===== src/rtl/reaction_pkg.sv =====
// Shared types and constants for the reaction-timer result display:
// FSM state encoding, segment constants and the BCD-digit-to-segment decoder.
package reaction_pkg;

  localparam int unsigned BIN_W               = 16;
  localparam int unsigned BCD_DIGITS          = 4;
  localparam int unsigned BCD_W               = 4 * BCD_DIGITS;
  localparam int unsigned SEG_W               = 7;
  localparam int unsigned CNT_W               = $clog2(BIN_W);
  localparam int unsigned MAX_DISPLAY_DEFAULT = 9999;

  localparam logic [SEG_W-1:0] SEG_BLANK = 7'h7F;
  localparam logic [SEG_W-1:0] SEG_DASH  = 7'b0111111;

  typedef enum logic [1:0] {
    IDLE    = 2'd0,
    CONVERT = 2'd1,
    SHOW    = 2'd2
  } state_t;

  // Active-low {g,f,e,d,c,b,a}; non-decimal codes render blank
  function automatic logic [SEG_W-1:0] digit_to_seg(input logic [3:0] digit);
    logic [SEG_W-1:0] seg;
    case (digit)
      4'd0:    seg = 7'b1000000;
      4'd1:    seg = 7'b1111001;
      4'd2:    seg = 7'b0100100;
      4'd3:    seg = 7'b0110000;
      4'd4:    seg = 7'b0011001;
      4'd5:    seg = 7'b0010010;
      4'd6:    seg = 7'b0000010;
      4'd7:    seg = 7'b1111000;
      4'd8:    seg = 7'b0000000;
      4'd9:    seg = 7'b0010000;
      default: seg = SEG_BLANK;
    endcase
    return seg;
  endfunction

endpackage


===== src/rtl/bin2bcd_serial.sv =====
// Serial double-dabble converter: 16 cycles from start to the final shift.
// done_c is high during the cycle whose clock edge performs that final shift.
module bin2bcd_serial
  import reaction_pkg::*;
(
  input  logic             clk,
  input  logic             reset_n,
  input  logic             start,
  input  logic             abort,
  input  logic [BIN_W-1:0] bin,
  output logic             done_c,
  output logic [BCD_W-1:0] bcd
);

  logic [BIN_W-1:0] sh;
  logic [CNT_W-1:0] cnt;
  logic             busy;
  logic [BCD_W-1:0] adj_c;

  // Add-3 correction on every nibble that would overflow past 9 when doubled
  always_comb begin
    adj_c = bcd;
    for (int unsigned i = 0; i < BCD_DIGITS; i++) begin
      if (bcd[4*i +: 4] >= 4'd5) begin
        adj_c[4*i +: 4] = bcd[4*i +: 4] + 4'd3;
      end
    end
  end

  assign done_c = busy && (cnt == CNT_W'(BIN_W - 1));

  always_ff @(posedge clk or negedge reset_n) begin
    if (!reset_n) begin
      sh   <= '0;
      bcd  <= '0;
      cnt  <= '0;
      busy <= 1'b0;
    end else if (start) begin
      sh   <= bin;
      bcd  <= '0;
      cnt  <= '0;
      busy <= 1'b1;
    end else if (busy) begin
      if (abort) begin
        busy <= 1'b0;
      end else begin
        bcd <= {adj_c[BCD_W-2:0], sh[BIN_W-1]};
        sh  <= {sh[BIN_W-2:0], 1'b0};
        cnt <= cnt + CNT_W'(1);
        if (done_c) begin
          busy <= 1'b0;
        end
      end
    end
  end

endmodule


===== src/rtl/reaction_result_display.sv =====
// Result display for the reaction timer: captures the elapsed time, converts to BCD
// and scans a 4-digit active-low seven-segment display. Option: LEADING_ZERO_BLANK_EN.
module reaction_result_display
  import reaction_pkg::*;
#(
  parameter int unsigned SCAN_DIV    = 100000,
  parameter int unsigned MAX_DISPLAY = MAX_DISPLAY_DEFAULT
) (
  input  logic             clk,
  input  logic             reset_n,
  input  logic             waiting_to_start,
  input  logic             show_result,
  input  logic [BIN_W-1:0] time_elapsed,
  output logic [SEG_W-1:0] seg,
  output logic             dp,
  output logic [3:0]       an,
  output logic             bcd_valid,
  output logic             overflow
);

  localparam int unsigned PRE_W = (SCAN_DIV > 1) ? $clog2(SCAN_DIV) : 1;

  state_t           state;
  logic             show_prev;
  logic [PRE_W-1:0] presc;
  logic [1:0]       idx;
  logic [BCD_W-1:0] bcd;

  logic             start_c;
  logic             abort_c;
  logic             done_c;
  logic             over_c;
  logic [BIN_W-1:0] capture_c;
  logic [3:0]       digit_c;
  logic [3:0]       anode_c;
  logic             lead_blank_c;

  assign start_c   = (state == IDLE) && show_result && !show_prev;
  assign abort_c   = (state == CONVERT) && !show_result;
  assign over_c    = time_elapsed > BIN_W'(MAX_DISPLAY);
  assign capture_c = over_c ? BIN_W'(MAX_DISPLAY) : time_elapsed;

  bin2bcd_serial u_bin2bcd (
    .clk     (clk),
    .reset_n (reset_n),
    .start   (start_c),
    .abort   (abort_c),
    .bin     (capture_c),
    .done_c  (done_c),
    .bcd     (bcd)
  );

  // Result FSM; a falling show_result always returns to IDLE
  always_ff @(posedge clk or negedge reset_n) begin
    if (!reset_n) begin
      state     <= IDLE;
      show_prev <= 1'b0;
      bcd_valid <= 1'b0;
      overflow  <= 1'b0;
    end else begin
      show_prev <= show_result;
      case (state)
        IDLE: begin
          if (start_c) begin
            overflow  <= over_c;
            bcd_valid <= 1'b0;
            state     <= CONVERT;
          end
        end
        CONVERT: begin
          if (!show_result) begin
            state <= IDLE;
          end else if (done_c) begin
            bcd_valid <= 1'b1;
            state     <= SHOW;
          end
        end
        SHOW: begin
          if (!show_result) begin
            bcd_valid <= 1'b0;
            overflow  <= 1'b0;
            state     <= IDLE;
          end
        end
        default: state <= IDLE;
      endcase
    end
  end

  // Free-running digit scan
  always_ff @(posedge clk or negedge reset_n) begin
    if (!reset_n) begin
      presc <= '0;
      idx   <= '0;
    end else if (presc == PRE_W'(SCAN_DIV - 1)) begin
      presc <= '0;
      idx   <= idx + 2'd1;
    end else begin
      presc <= presc + PRE_W'(1);
    end
  end

  assign digit_c = bcd[{idx, 2'b00} +: 4];
  assign anode_c = ~(4'b0001 << idx);

`ifdef LEADING_ZERO_BLANK_EN
  // Slot is a leading zero when it and every higher digit are zero; ones digit always lit
  assign lead_blank_c = (idx != 2'd0) && ((bcd >> {idx, 2'b00}) == '0);
`else
  assign lead_blank_c = 1'b0;
`endif

  always_ff @(posedge clk or negedge reset_n) begin
    if (!reset_n) begin
      seg <= SEG_BLANK;
      an  <= 4'hF;
      dp  <= 1'b1;
    end else begin
      seg <= SEG_BLANK;
      an  <= 4'hF;
      dp  <= 1'b1;
      if (state == SHOW) begin
        if (!lead_blank_c) begin
          seg <= digit_to_seg(digit_c);
          an  <= anode_c;
        end
        dp <= !((idx == 2'd3) && overflow);
      end else if (waiting_to_start) begin
        seg <= SEG_DASH;
        an  <= anode_c;
      end
    end
  end

endmodule


===== config.mk =====
export PLATFORM = sky130hd
export DESIGN_NAME = reaction_result_display
export DESIGN_NICKNAME = d
export VERILOG_FILES = /design/src/rtl/reaction_pkg.sv /design/src/rtl/bin2bcd_serial.sv /design/src/rtl/reaction_result_display.sv
export SDC_FILE = /design/constraint.sdc
export NUM_CORES = 1
export LEC_CHECK = 0
export CAP_MARGIN = 20
export CORE_ASPECT_RATIO = 0.7
export CORE_MARGIN = 2
export CORE_UTILIZATION = 57
export DETAILED_ROUTE_END_ITERATION = 10
export GPL_TIMING_DRIVEN = 0
export PLACE_DENSITY = 0.79
export REMOVE_ABC_BUFFERS = 1
export SLEW_MARGIN = 20
export SYNTH_ARGS = -nofsm -noshare
export SYNTH_HDL_FRONTEND = slang
export SYNTH_SLANG_ARGS = --single-unit

===== constraint.sdc =====
create_clock -name clk -period 2 [get_ports clk]
set_input_delay 0.4 -clock clk [delete_from_list [all_inputs] [get_ports clk]]
set_output_delay 0.4 -clock clk [all_outputs]
set_load 0.03 [all_outputs]

==> summary.md <==
| Metric | Value |
|---|---|
| Post-synth cell types | `40` |
| Delay-heaviest family, CP | `buffers and inverters` |
| Maximum VDD drop | `0.6042 mV` |
| First-pass GRT wire length | `about 12 mm` |
| Initial antenna violation count | `0` |
| Top cells by area, synth | `dfrtp_1 (41%), dfstp_2 (8.5%), ha_1 (6.4%)` |
| Max Root-Sink Buffers | `2` |
| Chip Height | `71.64 µm` |
| Cell area after synthesis | `between 3000 and 4000 µm²` |
| Hold crit path type | `input pin to asynchronous set/reset pin` |
| Largest net degree at the start of global routing | `39` |
| Seq/Total Area, Yosys | `0.4945` |
| Reg2reg start | `idx[0]` |
| Max incr delay on CP | `0.67 ns` |
| Post-DR vias/cell | `5.577` |
| Failing checks | `negative hold slack` |
| Top-count cell post-synth | `nand2_1` |
| Port bufs | `33` |
| CTS tree | `done` |
| Slew Limit Fails | `0` |
| WL met3 | `296 µm` |
| CP max FO | `1` |
| Wire length per cell | `14.61 µm` |
| Congestion Overflow GR | `0` |
| Area leader, netlist | `dfrtp_1` |
| Die width | `100.6 µm` |
| Cell Area, Placed | `4120 µm²` |
| Buffer and inverter count on the worst path | `1` |
| ANT nets after route | `0` |
| Syn Inst Count | `377` |
| Final Hold Viols | `3` |
| # clock sinks | `between 70 and 80` |
| Top cell type's share of synthesized area | `0.4098` |
| DPL Wire Length | `between 4 and 5 mm` |
| Slowest-stage cell, CP | `clkdlybuf4s50_1` |
| Worst Setup Start Kind | `flip-flop` |
| Fillers | `445` |
| RSZ-0062 raised after global routing | `no` |
| Max-Cap Viols | `0` |
| Maximum achievable frequency | `between 0.5 and 0.6 GHz` |
| H-tree lvl count | `3` |
| Cts bufs inserted | `9` |
| Commonest cells post-synth | `nand2_1 (62), dfrtp_1 (61), a21oi_1 (27)` |
| Measured slew at the worst slew-check pin | `0.7175 ns` |
| CTS Root Cell | `clkbuf_8` |
| Std cell rows | `24` |
| Initial Util | `0.5935` |
| Ys Warns | `0` |
| Power per cell area | `1096 nW/µm²` |
| Placer congestion estimate | `0.8144` |
| Reg2Reg Depth | `6` |
| Final clock period utilization by the worst path | `0.9725` |
| Status | `complete, but fails checks` |
| #FFs+latches synth | `73` |
| Clk slew on worst S/H paths | `roughly 0.08 ns` |
| Initial DRC count | `165` |
| N_diodes | `0` |
| P_leak | `1.921 nW` |
| Total number of vias | `2,772` |
| Power Total | `0.004877 W` |
| Tmin final | `just under 2 ns` |
| Layout Nets | `453` |
| GRT Total Usage | `0.2255` |
| Critical path class | `flip-flop to output pin` |
| WP data required | `about 1.6 ns` |
| DRT met1 WL | `3.602 mm` |
| Die ar. | `about 7200 µm²` |
| Slew headroom | `0.5198` |
| Wire length on met2 | `3.235 mm` |
| Reg-to-reg endpoint | `seg[3]` |
| Final instance area | `4448 µm²` |
| Setup violators final | `0` |
| Hold Buf Count CTS | `0` |
| EDFF count, synth | `0` |
| Synthesized area per cell | `between 9 and 10 µm²` |
| Ports | `34` |
| Asr flop ratio synth | `1.000` |
| Layout cells sized above 1 | `0.1265` |
| Final clock skew | `0.006156 ns` |
| DRC Markers | `0` |
| Clock latency on the worst-skew pair | `0.35 ns` |
| Number of global-route vias before repair | `2,650` |
| Detailed Route WL | `~7.3 mm` |
| Crit path DAT | `between 1.5 and 2 ns` |
| Crit-path cells | `clkdlybuf4s50_1` |
| CP endpoint kind | `output pin` |
| Flop2flop setup slack | `~0.17 ns` |
| First-pass detailed-route iteration total | `4` |
| Synth Flop Type | `dfrtp_1` |
| Core Footprint | `about 6300 µm²` |
| Highest metal used | `met4` |
| Syn-to-layout area delta | `19.42%` |
| Fin Hold WS | `-0.005154 ns` |
[kinds of logic (layout without fill, tap and decap cells)]
logic type	count (synthesis)	in the layout	share of synthesized area
and+or+nand+nor	141	141	0.1831
DFF	73	73	0.4945
AOI/OAI and AO/OA	70	70	0.1041
buffers and inverters	33	75	0.03896
xor gates and xnor gates	24	24	0.05643
adders and majority gates	19	19	0.06382
muxes	17	17	0.05912
[sequential cells by signal, summed over array words and instances, names as in the netlist]
name and cells:
an 4, bcd_valid 1, dp 1, idx 2, overflow 1, presc 17
seg 7, show_prev 1, state 2, u_bin2bcd.bcd 16, u_bin2bcd.busy 1, u_bin2bcd.cnt 4
u_bin2bcd.sh 16
[cell usage in the layout, fill, tap and decap left out, types with 5 or more instances in the layout]
cell type and count:
nand2_1 62, dfrtp_1 60, clkdlybuf4s50_1 31, a21oi_1 27, nor2_1 25, o21ai_0 25, ha_1 19, inv_1 18
nand3_1 15, xnor2_1 14, mux2i_1 13, dfstp_2 12, nor3_1 11, clkbuf_8 11, xor2_1 10, nand4_1 7
nand2b_1 5, buf_4 5
[metal layers]
layer | vias up | global-route usage
li1 | 1359 | -
met1 | 1336 | 0.3290
met2 | 60 | 0.3259
met3 | 17 | 0.05951
met4 | 0 | 0.08524
met5 | - | 0
[layout make-up]
type,count,area [µm²],area share
Clock inverter,5,125.1,0.02813
Tap cell,78,97.59,0.02194
Inverter,19,71.32,0.01603
Timing Repair Buffer,40,399.1,0.08973
Clock buffer,11,151.4,0.03404
Multi-Input combinational cell,271,1760,0.3958
Sequential cell,73,1843,0.4143
[worst max path at each step]
stage | start | endpoint | cells after the start
6_report | seg[2] | seg[2] | 1
3_5_place_dp | show_result | u_bin2bcd.sh[5] | 8
5_1_grt | seg[2] | seg[2] | 1
4_1_cts | idx[0] | seg[3] | 6
2_1_floorplan | state[1] | u_bin2bcd.sh[0] | 4
3_3_place_gp | reset_n | u_bin2bcd.bcd[9] | 1
[per-stage QoR]
step | setup TNS, ns | hold slack (ns) | std cells | worst slack, ns | util
3_5_place_dp | -16.86 | 0.3834 | 477 | -0.8404 | 0.6565
2_1_floorplan | -1.584 | 0.1044 | 363 | -0.2133 | -
5_1_grt | 0 | 0.02256 | 497 | 0.002796 | 0.7087
3_3_place_gp | -162.70 | 0.4543 | 474 | -1.899 | 0.6499
4_1_cts | 0 | 0.003046 | 496 | 0.01401 | 0.7063
6_report | 0 | -0.005154 | 497 | 0.05504 | 0.7087
[power breakdown]
group | switching (W) | total [W] | internal [W]
registers | 0.000273 | 0.00205 | 0.00177
logic | 0.000684 | 0.00127 | 0.000584
clock network | 0.000542 | 0.00156 | 0.00102
total | 0.00150 | 0.00488 | 0.00338
[repair_timing]
action,CTS,global route
endpoints found under the setup margin,19,8
resized for setup,4,3
buffers inserted,3,1
pin swaps,1,1
Power figures use the tool's default switching activity.
